[src/rtl/ctr_sequencer_pkg.sv]
// ctr_sequencer shared types.
// State encoding, counter control codes and the phase table entry.
package ctr_sequencer_pkg;

  localparam int PKG_LEN_W = 8;

  localparam logic [1:0] CTRL_HOLD = 2'b00;
  localparam logic [1:0] CTRL_LOAD = 2'b01;

  typedef enum logic [1:0] {
    ST_IDLE,
    ST_LOAD,
    ST_RUN,
    ST_DONE
  } state_e;

  typedef struct packed {
    logic [1:0]           mode;
    logic [PKG_LEN_W-1:0] len;
  } phase_entry_t;

endpackage

[src/rtl/ctr_sequencer_table.sv]
// ctr_phase_table: per-phase {mode, len} storage.
// Synchronous write, combinational read.
module ctr_phase_table
  import ctr_sequencer_pkg::*;
#(
  parameter int PHASES = 4,
  parameter int AW     = (PHASES > 1) ? $clog2(PHASES) : 1
) (
  input  logic          clock,
  input  logic          reset_n,
  input  logic          wr_en,
  input  logic [AW-1:0] wr_addr,
  input  phase_entry_t  wr_entry,
  input  logic [AW-1:0] rd_addr,
  output phase_entry_t  rd_entry
);

  phase_entry_t tbl_q [PHASES];
  phase_entry_t tbl_d [PHASES];

  // next table contents: one entry replaced on write
  always_comb begin
    tbl_d = tbl_q;
    if (wr_en) tbl_d[wr_addr] = wr_entry;
  end

  // table storage; entries reset to hold for one cycle
  always_ff @(posedge clock) begin
    if (!reset_n) begin
      for (int i = 0; i < PHASES; i++) begin
        tbl_q[i] <= '{mode: CTRL_HOLD, len: PKG_LEN_W'(1)};
      end
    end else begin
      tbl_q <= tbl_d;
    end
  end

  assign rd_entry = tbl_q[rd_addr];

endmodule

[src/rtl/ctr_sequencer.sv]
// ctr_sequencer: table-driven counter control sequencer.
// IDLE -> LOAD -> RUN (phases) -> DONE, all outputs registered.
module ctr_sequencer
  import ctr_sequencer_pkg::*;
#(
  parameter int COUNTER_SIZE = 3,
  parameter int PHASES       = 4,
  parameter int LEN_W        = PKG_LEN_W,
  parameter int AW           = (PHASES > 1) ? $clog2(PHASES) : 1
) (
  input  logic                    clock,
  input  logic                    reset_n,
  input  logic                    wr_en,
  input  logic [AW-1:0]           wr_addr,
  input  logic [1:0]              wr_mode,
  input  logic [LEN_W-1:0]        wr_len,
  input  logic [AW-1:0]           last_phase,
  input  logic                    loop_en,
  input  logic [COUNTER_SIZE-1:0] load_value,
  input  logic                    start,
  input  logic                    abort,
  output logic [1:0]              control,
  output logic [COUNTER_SIZE-1:0] initial_value,
  output logic                    INIT,
  output logic                    busy,
  output logic                    done,
  output logic [AW-1:0]           phase
);

  state_e                  state_q, state_d;
  logic [AW-1:0]           phase_q, phase_d;
  logic [LEN_W-1:0]        cnt_q, cnt_d;
  logic [AW-1:0]           last_q, last_d;
  logic                    loop_q, loop_d;
  logic [1:0]              control_q, control_d;
  logic [COUNTER_SIZE-1:0] ival_q, ival_d;
  logic                    init_q, init_d;
  logic                    busy_q, busy_d;
  logic                    done_q, done_d;

  logic                    tbl_we;
  logic [AW-1:0]           rd_addr;
  logic [AW-1:0]           phase_inc;
  phase_entry_t            wr_entry;
  phase_entry_t            rd_entry;

  assign wr_entry = '{mode: wr_mode, len: PKG_LEN_W'(wr_len)};
  assign tbl_we   = wr_en && (state_q == ST_IDLE);

  ctr_phase_table #(
    .PHASES (PHASES),
    .AW     (AW)
  ) u_table (
    .clock    (clock),
    .reset_n  (reset_n),
    .wr_en    (tbl_we),
    .wr_addr  (wr_addr),
    .wr_entry (wr_entry),
    .rd_addr  (rd_addr),
    .rd_entry (rd_entry)
  );

  // next state, table read address and registered output values
  always_comb begin
    state_d   = state_q;
    phase_d   = phase_q;
    cnt_d     = cnt_q;
    last_d    = last_q;
    loop_d    = loop_q;
    control_d = control_q;
    ival_d    = ival_q;
    init_d    = 1'b0;
    busy_d    = busy_q;
    done_d    = 1'b0;
    rd_addr   = phase_q;
    phase_inc = AW'(phase_q + 1'b1);
    unique case (state_q)
      ST_IDLE: begin
        control_d = CTRL_HOLD;
        busy_d    = 1'b0;
        if (start) begin
          state_d   = ST_LOAD;
          last_d    = last_phase;
          loop_d    = loop_en;
          ival_d    = load_value;
          init_d    = 1'b1;
          control_d = CTRL_LOAD;
          busy_d    = 1'b1;
          phase_d   = '0;
        end
      end
      ST_LOAD: begin
        state_d   = ST_RUN;
        rd_addr   = '0;
        phase_d   = '0;
        control_d = rd_entry.mode;
        cnt_d     = LEN_W'(rd_entry.len - 1'b1);
        busy_d    = 1'b1;
      end
      ST_RUN: begin
        if (cnt_q != '0) begin
          cnt_d = cnt_q - 1'b1;
        end else if (phase_q != last_q) begin
          rd_addr   = phase_inc;
          phase_d   = phase_inc;
          control_d = rd_entry.mode;
          cnt_d     = LEN_W'(rd_entry.len - 1'b1);
        end else if (loop_q) begin
          rd_addr   = '0;
          phase_d   = '0;
          control_d = rd_entry.mode;
          cnt_d     = LEN_W'(rd_entry.len - 1'b1);
        end else begin
          state_d   = ST_DONE;
          control_d = CTRL_HOLD;
          busy_d    = 1'b0;
          done_d    = 1'b1;
        end
      end
      ST_DONE: begin
        state_d   = ST_IDLE;
        control_d = CTRL_HOLD;
        busy_d    = 1'b0;
      end
      default: begin
        state_d   = ST_IDLE;
        control_d = CTRL_HOLD;
        busy_d    = 1'b0;
      end
    endcase
    if (abort) begin
      state_d   = ST_IDLE;
      phase_d   = '0;
      control_d = CTRL_HOLD;
      init_d    = 1'b0;
      busy_d    = 1'b0;
      done_d    = 1'b0;
    end
  end

  // state and output registers
  always_ff @(posedge clock) begin
    if (!reset_n) begin
      state_q   <= ST_IDLE;
      phase_q   <= '0;
      cnt_q     <= '0;
      last_q    <= '0;
      loop_q    <= 1'b0;
      control_q <= CTRL_HOLD;
      ival_q    <= '0;
      init_q    <= 1'b0;
      busy_q    <= 1'b0;
      done_q    <= 1'b0;
    end else begin
      state_q   <= state_d;
      phase_q   <= phase_d;
      cnt_q     <= cnt_d;
      last_q    <= last_d;
      loop_q    <= loop_d;
      control_q <= control_d;
      ival_q    <= ival_d;
      init_q    <= init_d;
      busy_q    <= busy_d;
      done_q    <= done_d;
    end
  end

  assign control       = control_q;
  assign initial_value = ival_q;
  assign INIT          = init_q;
  assign busy          = busy_q;
  assign done          = done_q;
  assign phase         = phase_q;

endmodule

[config.mk]
export PLATFORM = sky130hd
export DESIGN_NAME = ctr_sequencer
export DESIGN_NICKNAME = d
export VERILOG_FILES = /design/src/rtl/ctr_sequencer_pkg.sv /design/src/rtl/ctr_sequencer_table.sv /design/src/rtl/ctr_sequencer.sv
export SDC_FILE = /design/constraint.sdc
export NUM_CORES = 1
export LEC_CHECK = 0
export ABC_AREA = 1
export CAP_MARGIN = 20
export CORE_ASPECT_RATIO = 1.2
export CORE_UTILIZATION = 51
export DETAILED_ROUTE_END_ITERATION = 10
export MAX_ROUTING_LAYER = met4
export PLACE_DENSITY_LB_ADDON = 0.3
export SETUP_SLACK_MARGIN = 0.5
export SLEW_MARGIN = 15
export SYNTH_ARGS = -nofsm -noshare
export SYNTH_HDL_FRONTEND = slang
export SYNTH_SLANG_ARGS = --single-unit
[constraint.sdc]
create_clock -name clock -period 2.3 [get_ports clock]
set_input_delay 0.345 -clock clock [delete_from_list [all_inputs] [get_ports clock]]
set_output_delay 0.345 -clock clock [all_outputs]
set_load 0.05 [all_outputs]
; ---- Yosys cells after proc, flatten, opt, wreduce, memory -nomap -nowiden
; Index checks and enable logic that the tools add are counted.
[word_totals]
regBits = 63
elab_cells = 84
out_inout_bits = 10
inputBits = 23
[op_classes]
reduce_logical = 14
eq_ne = 9
bitwise = 5
n_addsub = 3
n_lt_le_gt_ge = 3
n_mux = 32
[ops]
columns = op, count
row1 = 40-bit bitwise mux, 1
row2 = 10-bit 2-to-1 mux, 3
row3 = 8-bit 2-to-1 mux, 3
row4 = 2-bit 2-to-1 mux, 11
row5 = 10-bit binary-select mux with 2-bit select, 1
row6 = 10-bit demux with 2-bit select, 1
row7 = 2-bit one-hot mux with 4 select lines, 2
row8 = 8-bit one-hot mux with 2 select lines, 1
row9 = 8-bit by 1-bit subtractor with 8-bit output (second input constant), 2
row10 = 2-bit != test (second input constant), 4
row11 = 8-bit nonzero test, 1
row12 = 3-bit greater-or-equal comparator (second input constant), 2
row13 = 1-bit 2-to-1 mux, 6
row14 = 2-bit inverter with 3-bit output, 2
row15 = 2-bit one-hot mux with 3 select lines, 1
row16 = 2-bit AND reduction, 3
row17 = 5-bit OR reduction, 1
row18 = 2-bit equality test (second input constant), 2
row19 = 4-bit != test (second input constant), 1
row20 = 1-bit one-hot mux with 4 select lines, 1
row21 = 2-bit one-hot mux with 2 select lines, 1
row22 = 4-bit AND reduction, 1
row23 = 3-bit by 1-bit < comparator with 1-bit output (second input constant), 1
row24 = 1-bit inverter, 3
row25 = other kinds (10), 11

; ---- Depth between registers and ports, before layout
[depth]
depth_word = 13
depth_mapped = 21
mapped_depth_nobuf = 21

; ---- Modules after synthesis
; From an unflattened synthesis, not the netlist that was laid out.
[unflattened]
hier_cells = 543
area_unflattened_um2 = 3607.2
[by_module_without_submodules]
columns = mod, n_inst, cells_each, area_per_inst_um2, seq_area_each_um2
row1 = ctr_phase_table, 1, 311, 2087.0, 800.8
row2 = ctr_sequencer, 1, 232, 1520.2, 460.4

; ---- Worst setup path before layout
; OpenSTA, ideal clock, no wires.
[synth_path]
path_type = flip-flop to flip-flop
start = register phase_q[0], in the netlist phase[0]
end = register cnt_q[6]
setup_slack_ps = -305
required_ps = 2179
n_path_buf = 1
period_less_slack_ps = 2605
stages_incl_launch_ff = 20
t_arrival_ps = 2484
setup_ps = 121
path_cell_list = dfxtp_1 nand2_1 nand2_2 nand3_2 nand3_1 nand4_4 nand2_4 buf_8 nand2_1 o211ai_2 nand2_2 inv_1 ha_1 inv_1 nor2_1 nand3_1 nand2_1 nand3_1 nand2_1 a21oi_1
[synth_between]
elab_chain_len = 13
elab_cells_between_ends = 17
classes_between = add/sub: 2 / eq/ne: 2 / mux: 11 / bitwise: 1 / reduce/logical: 1
[synth_lines]
columns = element, line
row1 = from (decl), ctr_sequencer.sv:31  ; logic [AW-1:0] phase_q, phase_d;
row2 = from (signal assigned), ctr_sequencer.sv:156  ; phase_q <= phase_d;
row3 = 2-bit by 1-bit adder with 2-bit output (tied with other cells), ctr_sequencer.sv:76  ; phase_inc = AW'(phase_q + 1'b1);
row4 = 2-bit 2-to-1 mux (2 in series), n/a
row5 = 2-bit one-hot mux with 2 select lines, ctr_sequencer.sv:77  ; unique case (state_q)
row6 = 2-bit inverter with 3-bit output (implied by the code), ctr_sequencer_table.sv:38  ; assign rd_entry = tbl_q[rd_addr];
row7 = 10-bit binary-select mux with 2-bit select, ctr_sequencer_table.sv:38
row8 = 10-bit 2-to-1 mux (implied by the code) (2 in series), ctr_sequencer_table.sv:38
row9 = 8-bit by 1-bit subtractor with 8-bit output, "ctr_sequencer.sv:97, ctr_sequencer.sv:107, ctr_sequencer.sv:112"
row10 = 8-bit 2-to-1 mux, ctr_sequencer.sv:108  ; end else if (loop_q) begin
row11 = 8-bit 2-to-1 mux, ctr_sequencer.sv:103  ; end else if (phase_q != last_q) begin
row12 = 8-bit 2-to-1 mux, ctr_sequencer.sv:101  ; if (cnt_q != '0) begin
row13 = 8-bit one-hot mux with 2 select lines, ctr_sequencer.sv:77
row14 = to (signal assigned), ctr_sequencer.sv:157  ; cnt_q <= cnt_d;
row15 = to (decl), ctr_sequencer.sv:32  ; logic [LEN_W-1:0] cnt_q, cnt_d;
; Several ways; a longest one is shown, not always the timed one. The select of a mux whose other input is x is not followed.
; A chain may end at the register's enable or synchronous reset.

; ---- Worst setup path after layout
[layout_path]
start = register cnt_q[5]
end = register cnt_q[7]
[layout_between]
elab_chain_len = 12
elab_cells_between_ends = 15
classes_between = add/sub: 2 / eq/ne: 1 / mux: 9 / bitwise: 1 / reduce/logical: 2
[layout_lines]
columns = element, line
row1 = 8-bit nonzero test, ctr_sequencer.sv:101
row2 = 2-bit 2-to-1 mux, n/a
row3 = 2-bit one-hot mux with 2 select lines, ctr_sequencer.sv:77
row4 = 2-bit inverter with 3-bit output (implied by the code), ctr_sequencer_table.sv:38
row5 = 10-bit binary-select mux with 2-bit select, ctr_sequencer_table.sv:38
row6 = 10-bit 2-to-1 mux (implied by the code) (2 in series), ctr_sequencer_table.sv:38
row7 = 8-bit by 1-bit subtractor with 8-bit output, "ctr_sequencer.sv:97, ctr_sequencer.sv:107, ctr_sequencer.sv:112"
row8 = 8-bit 2-to-1 mux, ctr_sequencer.sv:108
row9 = 8-bit 2-to-1 mux, ctr_sequencer.sv:103
row10 = 8-bit 2-to-1 mux, ctr_sequencer.sv:101
row11 = 8-bit one-hot mux with 2 select lines, ctr_sequencer.sv:77
; Several ways; a longest one is shown, not always the timed one. The select of a mux whose other input is x is not followed.

==> out/results.ini <==
[clock_network]
clock_latency_ns = 0.35
cts_buffer_depth = 2
cts_buffers = 9
cts_num_sinks = 63
cts_tree = done
clockRootBuffer = clkbuf_8
htreeDepth = 3
clk_pin_slew_worst_paths_ns = 0.07

[synth]
synth-seq-cells = 63
synth_nets = 508
ys_seq_area_frac = 0.386
ys_types = 36
synthDominantCellAreaShare = 0.386
synth_area_leader_cell = dfxtp_1
yosys_warnings = 0
syn_inst = 477
synthTopCellsByArea = dfxtp_1 (39%), nand2_1 (11%), o21ai_0 (9.0%)
syn_area_um2 = 3270
avgSynthCellArea_um2 = 6.85

[critical_path]
critical_path_class = reg -> reg
r2r_end = cnt_q[7]$_SDFFE_PN0P_
path_delay_family = simple AND/OR/NAND/NOR gates
cp.arrival_ns = 2.58
worst_ep_required_time_ns = 2.58
crit_buf_inv = 3
reg2reg_slack_ns = -0.00001
cpPeakStageDelay_ns = 0.34
path_common_cell = nand2_2
crit_path_end_kind = register
worstPathCellList = nor2_1, nand2_2, nor2_4, nand2_2, nand2_2, nand3_2, nand2_2, nand2_4, buf_4, buf_4, buf_4, o211ai_1, nand2_1, nand3_1, nand3_2, a21oi_2
crit_fanout = 7
critPathCapture = cnt_q[7]$_SDFFE_PN0P_
cp.depth = 16
rr_worst_depth = 16
critPathLaunchType = register
slowest_stage = dfxtp_2
reg2reg_from = cnt_q[5]$_SDFFE_PN0P_
startpoint = cnt_q[5]$_SDFFE_PN0P_

[global_routing]
grt_first_pass_wirelength_mm = 14.5
grt_usage = 0.299
antenna_found_initial = 0
grt-ovfl-total = 0
grt_start_max_net_pins = 49
grt_pass1_vias = 3175

[floorplan]
rows = 31
start_util = 0.533
die_w_um = 75.1
dieArea_um2 = 6730
fp.dieH_um = 89.7
core_area_um2 = 6130
pin_count = 33

[power]
p_per_area_nw_per_um2 = 763
p_total_uw = 3370
vdd_ir_drop_max_mv = 0.539
leakagePower_uw = 0.00199

[timing]
fin_crit_sh = 1.00
rsz0062_at_grt = true
slew_headroom = 0.669
clock.fmax_mhz = 435
clock_skew_ns = 0.00693
tightest_slew_ns = 0.496
hold_viol = 0
final_max_slew_viol_count = 0
period_minus_slack_ns = 2.30
final.setup.worst_slack_ns = -0.00000977
setup_viol_count_final = 1

[route]
ant_nets = 0
first_pass_iters = 5
drc_errors = 0
vias = 3506
wire_per_inst_um = 14.9
drt_iter0_markers = 226
totalWireLength_mm = 9.46
via_per_inst = 5.54

[place]
portBuffers = 32
dpl.hpwl_mm = 5.93
dp.cells = 592
gp_congestion = 0.877

[worst_hold_path]
hp-class = reg -> reg
whs_path_depth = 2

[run_status]
status = complete, but fails checks
failed_checks = negative setup slack

[final_layout]
syn_to_final_growth_pct = 34.9
final_common_cell = nand2_1
final_nets = 577
n_antenna_cell = 0
layout.cells.non_filler = 633
nFillCells = 488
drive_gt1_frac = 0.249
final_cell_mix = nand2_1 (79), nor2_1 (63), dfxtp_1 (58)

[run]
max_cap_viol_count = 0

==> layout make-up <==
cell class	count	area [um^2]	area share
clock buffer	11	151	0.0343
clock inverter	5	56.3	0.0128
inverter	43	166	0.0378
multi-input combinational	352	1980	0.448
sequential	63	1270	0.289
tap	82	103	0.0233
timing repair buffer	77	683	0.155
==> cells in the mapped netlist <==
library cell  instances
o211ai_2              2
nand3_1              40
xor2_1                4
clkinv_1              1
nand4_4               1
clkbuf_2              1
nor2_4                2
nand4_1               1
a21oi_2               1
o211ai_1              4
buf_2                 3
nor2_2                2
or3_1                 1
mux2i_1               1
buf_6                 1
inv_2                 2
xnor2_1               3
nand3_2               1
a221oi_1              1
nand2_4               1
nand3b_1              1
buf_4                 2
buf_8                 1
a31oi_1               1
a211oi_1              2
dfxtp_1              63
o22ai_1               1
nand2_1              94
nand2_2               6
clkbuf_1             11
o21ai_0              59
a21oi_1              36
nor3_1                9
inv_1                40
ha_1                  8
nor2_1               70
==> worst min-delay path by stage <==
| stage | startpoint | endpoint |
|---|---|---|
| 3_3_place_gp | u_table.tbl_q[17]$_SDFFE_PN0P_ | u_table.tbl_q[17]$_SDFFE_PN0P_ |
| 3_5_place_dp | u_table.tbl_q[17]$_SDFFE_PN0P_ | u_table.tbl_q[17]$_SDFFE_PN0P_ |
| 4_1_cts | u_table.tbl_q[7]$_SDFFE_PN0P_ | u_table.tbl_q[7]$_SDFFE_PN0P_ |
| 2_1_floorplan | u_table.tbl_q[17]$_SDFFE_PN0P_ | u_table.tbl_q[17]$_SDFFE_PN0P_ |
| 5_1_grt | u_table.tbl_q[17]$_SDFFE_PN0P_ | u_table.tbl_q[17]$_SDFFE_PN0P_ |
| 6_report | u_table.tbl_q[7]$_SDFFE_PN0P_ | u_table.tbl_q[7]$_SDFFE_PN0P_ |
==> report_power, final <==
part	total (uW)	internal [uW]	switching, uW	leakage, uW
clock	1020	557	459	0.000105
combinational	1130	472	655	0.00137
sequential	1220	1170	52.1	0.000518
==> tightest hold or removal path, delay by kind of cell (launching register included) <==
| kind | cells | cell delay, ns |
|---|---|---|
| buf+inv | 1 | 0.06 |
| flops | 1 | 0.30 |
| compound gates | 1 | 0.05 |
==> logic make-up (layout without fill, tap and decap cells) <==
| group | after synthesis | count (layout) | share of synthesized area |
|---|---|---|---|
| and+or+nand+nor | 229 | 229 | 0.305 |
| AOI/OAI and AO/OA | 107 | 107 | 0.176 |
| DFF | 63 | 63 | 0.386 |
| buffers and inverters | 62 | 136 | 0.0808 |
| adders and majority gates | 8 | 8 | 0.0306 |
| xor gates and xnor gates | 7 | 7 | 0.0188 |
| muxes | 1 | 1 | 0.00306 |
==> registers in the layout, summed over array words and instances (netlist names) <==
signal         cells
busy               1
control            2
cnt_q              8
done               1
INIT               1
initial_value      3
last_q             2
phase              2
loop_q             1
state_q            2
u_table.tbl_q     40
==> per-stage QoR <==
stage	area [um^2]	util	TNS, ns	setup slack, ns	hold WS [ns]
after floorplan	3320	-	0	0.0870	0.424
after global placement	3790	0.618	0	0.0381	0.437
after detailed placement	3790	0.618	-0.0137	-0.0137	0.448
after CTS	4210	0.687	0	0.0758	0.459
after global routing	4410	0.719	-0.600	-0.144	0.471
final	4410	0.719	-0.00000977	-0.00000977	0.457
==> layer usage <==
metal  wire length, um  vias to the layer above  GRT usage
met2              4930                      138      0.496
met5                 0                        -          -
met3               624                       28     0.0580
li1                  -                     1702          -
met1              3660                     1638      0.343
met4               241                        0      0.148
==> what timing repair did <==
action,CTS,global route
setup endpoints to repair,29,29
cloned,0,0
hold buffers,0,0
gates resized for setup,44,35
pin swaps,25,25
setup buffers,15,10
Power figures use the tool's default switching activity.
==> edit (same flow settings) <==
The 4 states of `state_e` get a Gray code encoding in 2 bits.
--- a/src/rtl/ctr_sequencer_pkg.sv
+++ b/src/rtl/ctr_sequencer_pkg.sv
@@ -8,10 +8,10 @@
   localparam logic [1:0] CTRL_LOAD = 2'b01;
 
   typedef enum logic [1:0] {
-    ST_IDLE,
-    ST_LOAD,
-    ST_RUN,
-    ST_DONE
+    ST_IDLE = 2'b00,
+    ST_LOAD = 2'b01,
+    ST_RUN  = 2'b11,
+    ST_DONE = 2'b10
   } state_e;
 
   typedef struct packed {
Formal check against the unedited RTL: no difference found for any inputs over 4 cycles, from zero or initial values and one cycle with reset_n low; so few cycles prove little.
==> edit against the unedited design <==
- synthesized area fell by 5.7%
- final cell count fell by 9.6%
- routed wire length shrank 15%
- die area fell by 5.6%
- setup slack improved by 39 ps
- sequential cell count unchanged
- final area down 11%
Power is not compared: it rests on default switching activity, and its combinational part moved more than twofold at a synthesized area within 25%.
==> edit: results (changes against the unedited design) <==
Outcome
  – Outcome: completed

Clocking
  – Maximum clock path buffer count: 2 (unchanged)
  – H-tree levels: 3 (unchanged)
  – CTS clk-pin slew, worst paths: 70 ps (about the same)
  – Worst-Skew Late Latency: ~340 ps
  – CTS Buf Count: 9 (unchanged)
  – Root Driver: clkbuf_8

Route
  – DR pass1 iterations: 5 (unchanged)
  – First DRT Iteration DRCs: 190 (-16%)
  – Vias/cell: 5.31 (-4.1%)
  – Final Routed Wirelength: 8070 um (-15%)
  – Remaining routing DRC violations: 0 (unchanged)

Logic synthesis
  – Main synth FF type: dfxtp_1
  – Main area contributors after synthesis: dfxtp_1, nor2_1, nand2_1
  – Cell variety after synth: 36 (unchanged)
  – Yosys warns: 0 (unchanged)
  – Synth top cells by count: nor2_1, nand2_1, dfxtp_1
  – Post-synthesis sequential area ratio: 40.9% (+2.3 points)
  – Syn Nets: 464 (-8.7%)
  – Fraction of registers with async set/reset: 0% (unchanged)

Worst setup path
  – Reg2reg end: cnt_q[7]$_SDFFE_PN0P_
  – Worst Path Max Fanout: 8 (+1)
  – Reg2Reg Launch Point: cnt_q[2]$_SDFFE_PN0P_
  – Worst reg2reg path depth: 16 (unchanged)
  – Register-to-Register Setup Slack: 40 ps (+40 ps)
  – Critical Path AT: 2480 ps (-100 ps)

Hold path
  – Hold Path End: u_table.tbl_q[17]$_SDFFE_PN0P_
  – Hold path startpoint: u_table.tbl_q[17]$_SDFFE_PN0P_
  – Hold path depth: 2 (unchanged)
  – Min-Delay Path Class: flip-flop to flip-flop

Layout
  – Max FFs per register: 40 (unchanged)
  – # diodes: 0 (unchanged)
  – Nets: 513 (-11%)
  – Top reg by flops: u_table.tbl_q
  – Layout cells sized above 1: 20.1% (-4.7 points)

Place
  – HPWL after detailed placement: 5270 um (-11%)
  – Port Buffer Count: 32 (unchanged)
  – GPL Wtd Cong: 0.879 (+0.27%)

Power
  – Max IR drop VDD: 458 uV
  – Leakage: 1.78 nW

Global routing
  – Initial antenna violation count: 0 (unchanged)
  – Largest net degree at the start of global routing: 49 (unchanged)
  – First-pass GRT wire length: 12600 um (-13%)
  – Vias in the first global route: 2737 (-14%)
  – GRT Util Overall: 27.1% (-2.8 points)

Timing
  – Slew margin rel.: 66.8% (-0.081 points)
  – Final Skew: 8.61 ps (+1.68 ps)
## edit: kinds of logic (layout without fill, tap and decap cells)
logic type / after synthesis / after routing / share of synthesized area [%]
AOI/OAI and AO/OA: 86 / 86 / 14.9
xor gates and xnor gates: 7 / 7 / 1.99
adders and majority gates: 3 / 3 / 1.22
buffers and inverters: 50 / 104 / 7.23
DFF: 63 / 63 / 40.9
and+or+nand+nor: 229 / 229 / 33.8
## edit: cell type report
cell class	instances	area, sq um
timing repair buffer	55	541
multi-input combinational	325	1720
clock inverter	3	16.3
sequential	63	1280
tap	80	100
fill	524	1800
inverter	33	126
clock buffer	13	159
## edit: worst max-delay path by stage
stage	from	endpoint	slack (ps)	cells after the start
finish	cnt_q[2]$_SDFFE_PN0P_	cnt_q[7]$_SDFFE_PN0P_	40	16
global route	cnt_q[2]$_SDFFE_PN0P_	cnt_q[7]$_SDFFE_PN0P_	-90	16
CTS	cnt_q[1]$_SDFFE_PN0P_	cnt_q[6]$_SDFFE_PN0P_	130	19
detailed placement	cnt_q[0]$_SDFFE_PN0P_	cnt_q[7]$_SDFFE_PN0P_	40	18
global placement	cnt_q[0]$_SDFFE_PN0P_	cnt_q[7]$_SDFFE_PN0P_	110	18
floorplan	phase[0]$_SDFFE_PP0P_	cnt_q[6]$_SDFFE_PN0P_	140	22
## edit: routing by layer
| layer | vias up | wire length [um] | GRT usage (%) |
|---|---|---|---|
| li1 | 1531 | - | - |
| met1 | 1422 | 3420 | 31.2 |
| met2 | 67 | 4120 | 45.1 |
| met3 | 18 | 304 | 3.82 |
| met4 | 0 | 218 | 15.3 |
| met5 | - | 0 | - |
## edit: repair_timing
item / 4_1_cts / 5_1_grt
gates resized for setup: 19 / 25
cloned: 0 / 1
pin swaps: 13 / 14
endpoints found under the hold margin: 0 / 0
setup buffers: 5 / 4
endpoints found under the setup margin: 18 / 18
## edit: where the power goes
group | internal, W | switching [W] | total [W]
Combinational | 0.000153 | 0.000224 | 0.000377
Sequential | 0.00114 | 0.0000298 | 0.00117
Clock | 0.000448 | 0.000419 | 0.000867
Total | 0.00174 | 0.000673 | 0.00242
## edit: critical path, cell delays in order, from the launching register on
cell and delay, ps:
dfxtp_4 350, nor2_4 140, nand2_4 80, nor2_8 150, nand3_2 100, nand3_4 140
nand2_8 90, or2_1 230, nand2_1 80, nand2_2 70, buf_4 140, nor2_4 180
nand2_1 80, nand2_1 60, nand3_1 100, nand2_1 90, a21oi_1 60
## edit: metrics by stage
stage	hold slack (ps)	instance area (sq um)	instances	TNS (ps)	setup slack, ps
floorplan	421	3140	438	0	142
global placement	440	3560	546	0	108
detailed placement	440	3560	546	0	43.9
CTS	457	3800	567	0	133
global route	476	3940	572	-269	-90.9
finish	453	3940	572	0	38.6
